**src/rtl/acc_exec_if.sv**
```systemverilog
// Instruction issue bundle from decode into the accumulator execution unit.
// Valid/ready handshake: an instruction transfers on a clock edge with in_valid && in_ready.
interface acc_exec_if;
    logic       in_valid;
    logic       in_ready;
    logic [2:0] acc_ctrl;
    logic [5:0] op;
    logic [2:0] rs_idx;
    logic [7:0] rs_val;
    logic [7:0] rt_val;
    logic [7:0] imm;

    modport master (
        output in_valid, acc_ctrl, op, rs_idx, rs_val, rt_val, imm,
        input  in_ready
    );

    modport slave (
        input  in_valid, acc_ctrl, op, rs_idx, rs_val, rt_val, imm,
        output in_ready
    );
endinterface

```
**src/rtl/acc_exec.sv**
```systemverilog
// Accumulator execution unit: applies a 3-bit control model to acc/EQ/memory/reg-write port.
// Latency 1 cycle for register models; memory models take ack latency + 1 (min 2 cycles).
// Backpressure: in_ready low while a memory request is outstanding; ACC_MEM_TIMEOUT_EN adds a 16-cycle abort.
module acc_exec (
    input  logic        clk,
    input  logic        rst_n,
    acc_exec_if.slave   issue,
    output logic [7:0]  acc,
    output logic        eq_flag,
    output logic        jump_valid,
    output logic [7:0]  jump_target,
    output logic        reg_we,
    output logic [2:0]  reg_waddr,
    output logic [7:0]  reg_wdata,
    output logic        mem_req,
    output logic        mem_we,
    output logic [7:0]  mem_addr,
    output logic [7:0]  mem_wdata,
    input  logic [7:0]  mem_rdata,
    input  logic        mem_ack,
    output logic        done,
    output logic        illegal
);

    typedef enum logic {IDLE, MEM} state_t;

    state_t     state_q, state_d;
    logic [7:0] acc_q, acc_d;
    logic       eq_q, eq_d;
    logic       ill_q, ill_d;
    logic       jv_q, jv_d;
    logic [7:0] jt_q, jt_d;
    logic       rwe_q, rwe_d;
    logic [2:0] rwa_q, rwa_d;
    logic [7:0] rwd_q, rwd_d;
    logic       mwe_q, mwe_d;
    logic [7:0] maddr_q, maddr_d;
    logic [7:0] mwdata_q, mwdata_d;
    logic       done_q, done_d;
`ifdef ACC_MEM_TIMEOUT_EN
    logic [4:0] cnt_q, cnt_d;
`endif

    logic [7:0] alu_b;
    logic [7:0] alu_r;

    // Opcode group 010 is the immediate form of the ALU ops.
    assign alu_b = (issue.op[5:3] == 3'b010) ? issue.imm : issue.rs_val;

    always_comb begin
        alu_r = acc_q + alu_b;
        case (issue.op[1:0])
            2'b00: alu_r = acc_q + alu_b;
            2'b01: alu_r = acc_q - alu_b;
            2'b10: alu_r = acc_q & alu_b;
            2'b11: alu_r = acc_q | alu_b;
            default: alu_r = acc_q + alu_b;
        endcase
    end

    always_comb begin
        state_d  = state_q;
        acc_d    = acc_q;
        eq_d     = eq_q;
        ill_d    = ill_q;
        jv_d     = 1'b0;
        jt_d     = jt_q;
        rwe_d    = 1'b0;
        rwa_d    = rwa_q;
        rwd_d    = rwd_q;
        mwe_d    = mwe_q;
        maddr_d  = maddr_q;
        mwdata_d = mwdata_q;
        done_d   = 1'b0;
`ifdef ACC_MEM_TIMEOUT_EN
        cnt_d    = cnt_q;
`endif
        case (state_q)
            IDLE: begin
                if (issue.in_valid) begin
                    done_d = 1'b1;
                    case (issue.acc_ctrl)
                        3'b000: ill_d = 1'b1;
                        3'b001: acc_d = alu_r;
                        3'b010: begin
                            if (issue.op[5:3] == 3'b110) begin
                                jv_d = 1'b1;
                                jt_d = acc_q;
                            end else if (issue.op[2:0] == 3'b101) begin
                                acc_d = {acc_q[6:0], 1'b0};
                            end else if (issue.op[2:0] == 3'b110) begin
                                acc_d = {1'b0, acc_q[7:1]};
                            end
                        end
                        3'b011: eq_d = (issue.rs_val == issue.rt_val);
                        3'b100: begin
                            if (eq_q) begin
                                jv_d = 1'b1;
                                jt_d = issue.imm;
                                eq_d = 1'b0;
                            end
                        end
                        3'b111: begin
                            rwe_d = 1'b1;
                            rwa_d = issue.rs_idx;
                            rwd_d = issue.imm;
                        end
                        default: begin
                            // Store (101) and load (110): retire later on the ack.
                            done_d   = 1'b0;
                            state_d  = MEM;
                            mwe_d    = ~issue.acc_ctrl[1];
                            maddr_d  = issue.imm;
                            mwdata_d = issue.acc_ctrl[1] ? mwdata_q : acc_q;
`ifdef ACC_MEM_TIMEOUT_EN
                            cnt_d    = 5'd0;
`endif
                        end
                    endcase
                end
            end
            MEM: begin
                if (mem_ack) begin
                    state_d = IDLE;
                    done_d  = 1'b1;
                    if (!mwe_q) acc_d = mem_rdata;
`ifdef ACC_MEM_TIMEOUT_EN
                end else if (cnt_q == 5'd15) begin
                    state_d = IDLE;
                    ill_d   = 1'b1;
                    done_d  = 1'b1;
                end else begin
                    cnt_d = cnt_q + 5'd1;
`endif
                end
            end
            default: state_d = IDLE;
        endcase
    end

    always_ff @(posedge clk or negedge rst_n) begin
        if (!rst_n) begin
            state_q  <= IDLE;
            acc_q    <= 8'h00;
            eq_q     <= 1'b0;
            ill_q    <= 1'b0;
            jv_q     <= 1'b0;
            jt_q     <= 8'h00;
            rwe_q    <= 1'b0;
            rwa_q    <= 3'd0;
            rwd_q    <= 8'h00;
            mwe_q    <= 1'b0;
            maddr_q  <= 8'h00;
            mwdata_q <= 8'h00;
            done_q   <= 1'b0;
`ifdef ACC_MEM_TIMEOUT_EN
            cnt_q    <= 5'd0;
`endif
        end else begin
            state_q  <= state_d;
            acc_q    <= acc_d;
            eq_q     <= eq_d;
            ill_q    <= ill_d;
            jv_q     <= jv_d;
            jt_q     <= jt_d;
            rwe_q    <= rwe_d;
            rwa_q    <= rwa_d;
            rwd_q    <= rwd_d;
            mwe_q    <= mwe_d;
            maddr_q  <= maddr_d;
            mwdata_q <= mwdata_d;
            done_q   <= done_d;
`ifdef ACC_MEM_TIMEOUT_EN
            cnt_q    <= cnt_d;
`endif
        end
    end

    assign issue.in_ready = (state_q == IDLE);
    assign mem_req        = (state_q == MEM);
    assign acc            = acc_q;
    assign eq_flag        = eq_q;
    assign illegal        = ill_q;
    assign jump_valid     = jv_q;
    assign jump_target    = jt_q;
    assign reg_we         = rwe_q;
    assign reg_waddr      = rwa_q;
    assign reg_wdata      = rwd_q;
    assign mem_we         = mwe_q;
    assign mem_addr       = maddr_q;
    assign mem_wdata      = mwdata_q;
    assign done           = done_q;

endmodule

```
**src/flat_wrapper.sv**
```systemverilog
// flat-port wrapper written by rule: the top's interface ports become plain ports
module acc_exec_flat 
  (clk, rst_n, acc, eq_flag, jump_valid, jump_target, reg_we, reg_waddr, reg_wdata, mem_req, mem_we, mem_addr, mem_wdata, mem_rdata, mem_ack, done, illegal, issue_in_valid, issue_acc_ctrl, issue_op, issue_rs_idx, issue_rs_val, issue_rt_val, issue_imm, issue_in_ready);
  acc_exec_if issue_i ();
  input  logic clk;
  input  logic rst_n;
  output logic [7:0] acc;
  output logic eq_flag;
  output logic jump_valid;
  output logic [7:0] jump_target;
  output logic reg_we;
  output logic [2:0] reg_waddr;
  output logic [7:0] reg_wdata;
  output logic mem_req;
  output logic mem_we;
  output logic [7:0] mem_addr;
  output logic [7:0] mem_wdata;
  input  logic [7:0] mem_rdata;
  input  logic mem_ack;
  output logic done;
  output logic illegal;
  input wire logic [$bits(issue_i.in_valid)-1:0] issue_in_valid;
  input wire logic [$bits(issue_i.acc_ctrl)-1:0] issue_acc_ctrl;
  input wire logic [$bits(issue_i.op)-1:0] issue_op;
  input wire logic [$bits(issue_i.rs_idx)-1:0] issue_rs_idx;
  input wire logic [$bits(issue_i.rs_val)-1:0] issue_rs_val;
  input wire logic [$bits(issue_i.rt_val)-1:0] issue_rt_val;
  input wire logic [$bits(issue_i.imm)-1:0] issue_imm;
  output wire logic [$bits(issue_i.in_ready)-1:0] issue_in_ready;
  assign issue_i.in_valid = issue_in_valid;
  assign issue_i.acc_ctrl = issue_acc_ctrl;
  assign issue_i.op = issue_op;
  assign issue_i.rs_idx = issue_rs_idx;
  assign issue_i.rs_val = issue_rs_val;
  assign issue_i.rt_val = issue_rt_val;
  assign issue_i.imm = issue_imm;
  assign issue_in_ready = issue_i.in_ready;
  acc_exec u_core (.clk(clk), .rst_n(rst_n), .issue(issue_i), .acc(acc), .eq_flag(eq_flag), .jump_valid(jump_valid), .jump_target(jump_target), .reg_we(reg_we), .reg_waddr(reg_waddr), .reg_wdata(reg_wdata), .mem_req(mem_req), .mem_we(mem_we), .mem_addr(mem_addr), .mem_wdata(mem_wdata), .mem_rdata(mem_rdata), .mem_ack(mem_ack), .done(done), .illegal(illegal));
endmodule
```
**config.mk**
```make
export PLATFORM = sky130hd
export DESIGN_NAME = acc_exec_flat
export DESIGN_NICKNAME = d
export VERILOG_FILES = /design/src/rtl/acc_exec_if.sv /design/src/rtl/acc_exec.sv /design/src/flat_wrapper.sv
export SDC_FILE = /design/constraint.sdc
export NUM_CORES = 1
export LEC_CHECK = 0
export BUFFER_PORTS_ARGS = -buffer_cell sky130_fd_sc_hd__clkbuf_2
export CORE_MARGIN = 4
export CORE_UTILIZATION = 55
export DETAILED_ROUTE_END_ITERATION = 6
export GPL_TIMING_DRIVEN = 0
export PLACE_DENSITY_LB_ADDON = 0.1
export SLEW_MARGIN = 20
export SYNTH_ARGS = -nofsm -noshare
export SYNTH_HDL_FRONTEND = slang
export SYNTH_SLANG_ARGS = --single-unit
```
**constraint.sdc**
```tcl
create_clock -name clk -period 5.27 [get_ports clk]
set_input_delay 1.054 -clock clk [delete_from_list [all_inputs] [get_ports clk]]
set_output_delay 1.054 -clock clk [all_outputs]
set_load 0.03 [all_outputs]
```
==> impl_summary.txt <==
----------------------------------------------------
[Power and ir drop]
  Switching Share ... 45.7%
  Clock power frac ... 15.1%
  Cell Int Power ... 1.02 mW
  Combinational fraction of design power ... 50.7%
  Part of the power in registers ... 34.2%
  Switching pwr ... 0.860 mW
  Peak supply drop ... 348 uV
  Static leakage ... 1.78 nW
  Areal power density over the cells ... 499 nW/um2

[Timing]
  Max Fclk ... 265 MHz
  Post-Route Skew ... 7.83 ps
  Max-slew violations ... 0
  Remaining max-slew budget at the tightest pin ... 36.4%
  RSZ-0062 raised after global routing ... false
  Post-route minimum period ... 3780 ps
  Setup-violating endpoint count in the final report ... 0
  Sum Neg Setup Slack ... 0 ps
  Final Hold Viols ... 0
  Crit share post-route ... 71.7%
  Slew of the pin with the lowest slew margin ... 950 ps

[GRT]
  First-pass GRT wire length ... 13.6 mm
  Initial antenna violation count ... 0
  Largest net degree at the start of global routing ... 51
  Gr ovfl total ... 0
  Via count of the first global-routing pass ... 2746
  Tot GR Track Use ... 24.2%

[Worst setup path]
  Critical path peak fanout ... 10
  Capturing element type of the critical path ... register
  Arrival time of the worst setup path ... 4000 ps
  Required time of the critical path ... 5500 ps
  Largest delay share family, worst path ... simple AND/OR/NAND/NOR gates
  Start of the worst register-to-register path ... u_core.acc[0]$_DFFE_PN0P_
  Crit path cell chain ... clkbuf_2, nor3b_2, buf_6, mux2i_1, nor2b_1, nor2_1, xor2_1, ha_1, inv_1, nor2_1, a311o_1, a31oi_1, and2_1, mux2i_1, a31oi_1
  Longest individual stage delay on the worst path ... 390 ps
  Kind of critical path ... input pin to register
  Cell with the largest stage delay on the worst path ... sky130_fd_sc_hd__mux2i_1
  Category of the worst setup path launch point ... input pin
  Number of cells traversed by the worst register-to-register path ... 11
  Buffers & Inverters on Critical Path ... 3
  Reg2Reg Setup Slack ... 2750 ps
  Critical register-to-register path endpoint ... u_core.acc[6]$_DFFE_PN0P_

[Worst hold path]
  End of the worst hold path ... u_core.illegal$_DFFE_PN0P_
  Type of the tightest min-delay check ... register to register
  Count of cells along the worst hold path ... 1
  Launch point of the worst hold path ... u_core.illegal$_DFFE_PN0P_

[Detailed routing]
  WL final ... 7.97 mm
  Remaining DRCs ... 0
  Detailed-router iteration count before antenna repair ... 4
  Remaining number of nets flagged by the antenna check after routing ... 0
  Via-to-Cell Ratio ... 5.65
  Number of violations reported at the end of detailed-routing iteration 0 ... 173
  Wire per inst ... 16.3 um
  Total number of vias ... 2755

[Floorplanning]
  Die area ... 6880 um2
  Die X ... 82.9 um
  Height of the die ... 82.9 um
  Core Box Area ... 5470 um2
  Boundary pin count ... 99
  Effective utilization at floorplan ... 56.4%
  Floorplan row count ... 27

[Clocking]
  Clock latency of the later-clocked register in the worst-skew pair ... 310 ps
  Cell at the root of the clock tree ... sky130_fd_sc_hd__clkbuf_8
  Max clock buf depth ... 2
  Number of CTS-inserted buffers ... 5
  Count of hold buffers inserted by post-cts repair ... 0
  TritonCTS Sinks ... 50
  Clock Pin Slew Worst Setup and Hold Paths ... 100 ps
  Gates resized, CTS repair ... 0
  Depth of the CTS H-tree ... 2
  # Post-CTS Setup Buffers ... 0
  Clock tree from TritonCTS ... built

[Placed design]
  Total half-perimeter wirelength after legalization and detailed placement ... 6.26 mm
  RD Place Congestion ... 0.901
  Number of buffers inserted by port buffering ... 94
  Instance count after placement with tap cells included ... 480

[Synthesis]
  Gate count after technology mapping ... 314
  Share of synthesized flip-flops with an asynchronous set or reset ... 100%
  Prevailing post-synth register cell ... sky130_fd_sc_hd__dfrtp_1
  Cell Area, Synth ... 3090 um2
  Count of flip-flops with a built-in enable after synthesis ... 0
  Synthesis-stage register bit count ... 50
  Total nets after synthesis ... 372
  Share of the yosys chip area belonging to registers ... 40.5%
  Yosys cell types ... 48
  Synth warnings ... 0
  Syn Area/Cell ... 9.83 um2

[Layout]
  Antenna cells ... 0
  Highest-count cells in the layout ignoring fill and taps ... sky130_fd_sc_hd__clkbuf_2, sky130_fd_sc_hd__dfrtp_1, sky130_fd_sc_hd__nor2_1, sky130_fd_sc_hd__mux2_2, sky130_fd_sc_hd__a21oi_1
  Layout cell share with drive strength beyond 1 ... 36.3%
  Final Net Count ... 473
  Most frequent standard cell in the layout excluding fill and tap cells ... sky130_fd_sc_hd__clkbuf_2
  Synthesis-to-finish area growth ... 22.0%
  Number of standard cells in the final layout excluding fillers ... 488

[Flow run]
  Max capacitance violation total ... 0

[Outcome]
  Result of the run ... finished, final reports clean

----------------------------------------------------
power groups by stage:
| stage | Clock [mW] | Sequential [mW] | Combinational, mW |
|---|---|---|---|
| 2_1_floorplan | 0 | 0.896 | 0.424 |
| 3_3_place_gp | 0 | 0.642 | 0.937 |
| 3_5_place_dp | 0 | 0.650 | 0.958 |
| 4_1_cts | 0.292 | 0.641 | 0.961 |
| 5_1_grt | 0.309 | 0.666 | 1.04 |
| 6_report | 0.285 | 0.643 | 0.954 |
per-layer routing:
metal  track usage (%)  vias to the layer above  part of all wire, %
li1                  -                     1321                    -
met1              32.1                     1319                   43
met5                 0                        -                    0
met2              41.0                      102                   49
met4              6.24                        0                  1.8
met3              4.37                       13                  6.2
synthesized netlist by cell type (4+ instances only):
cell type	number	share of area, %
sky130_fd_sc_hd__mux2_2	30	11
sky130_fd_sc_hd__buf_2	4	0.65
sky130_fd_sc_hd__nor3_1	6	0.97
sky130_fd_sc_hd__inv_1	13	1.6
sky130_fd_sc_hd__o21ai_0	10	1.6
sky130_fd_sc_hd__clkbuf_1	6	0.73
sky130_fd_sc_hd__nand2_1	22	2.7
sky130_fd_sc_hd__mux2i_1	14	4.5
sky130_fd_sc_hd__nand3_1	6	0.97
sky130_fd_sc_hd__dfrtp_1	50	41
sky130_fd_sc_hd__maj3_1	4	1.3
sky130_fd_sc_hd__nor2b_1	5	1.0
sky130_fd_sc_hd__a211oi_1	4	0.97
sky130_fd_sc_hd__nor2_1	34	4.1
sky130_fd_sc_hd__a21oi_1	24	3.9
sky130_fd_sc_hd__xnor2_1	13	3.7
sky130_fd_sc_hd__a31oi_1	5	1.0
sky130_fd_sc_hd__xor2_1	9	2.6
sky130_fd_sc_hd__ha_1	9	3.6
worst max path at each step:
stage / startpoint / endpoint / cells after the start
global placement: issue_op[3] / u_core.acc[7]$_DFFE_PN0P_ / 15
CTS: issue_op[3] / u_core.acc[7]$_DFFE_PN0P_ / 15
finish: issue_op[3] / u_core.acc[7]$_DFFE_PN0P_ / 15
detailed placement: issue_op[3] / u_core.acc[7]$_DFFE_PN0P_ / 15
global route: issue_op[0] / u_core.acc[7]$_DFFE_PN0P_ / 13
floorplan: issue_op[3] / u_core.acc[7]$_DFFE_PN0P_ / 14
registers in the layout (all words and copies together), names as in the netlist, 3 cells and up:
register            flops
u_core.mem_wdata        8
u_core.jump_target      8
u_core.reg_wdata        8
u_core.mem_addr         8
u_core.acc              8
u_core.reg_waddr        3
layout make-up:
type / count / area (um2)
multi-input cells: 235 / 1700
plain buffers: 15 / 80.1
inverters: 14 / 52.6
clock inverters: 3 / 47.5
repair buffers: 94 / 473
well taps: 72 / 90.1
fillers: 461 / 1710
clock buffers: 5 / 68.8
flip-flops and latches: 50 / 1250
per-stage QoR:
| stage | power (mW) | util (%) | cell area (um2) | worst slack [ps] | hold slack [ps] |
|---|---|---|---|---|---|
| after floorplan | 1.32 | - | 3090 | 1700 | 668 |
| after global placement | 1.58 | 66.7 | 3650 | 1280 | 449 |
| after detailed placement | 1.61 | 66.7 | 3650 | 1210 | 462 |
| after CTS | 1.89 | 68.8 | 3770 | 1500 | 485 |
| after global routing | 2.01 | 68.8 | 3770 | 1200 | 512 |
| final | 1.88 | 68.8 | 3770 | 1490 | 482 |
cell families after synthesis:
kind of cell,count (synthesis),synth area share [%]
AO/OA/AOI/OAI,69,14.7
XOR/XNOR,22,6.24
adder cells (fa/ha/maj),16,6.32
buffers and inverters,29,4.29
flip-flops,50,40.5
multiplexers,44,15.5
AND/OR/NAND/NOR,84,12.4
Note: power is estimated with default switching activity, not from simulation.
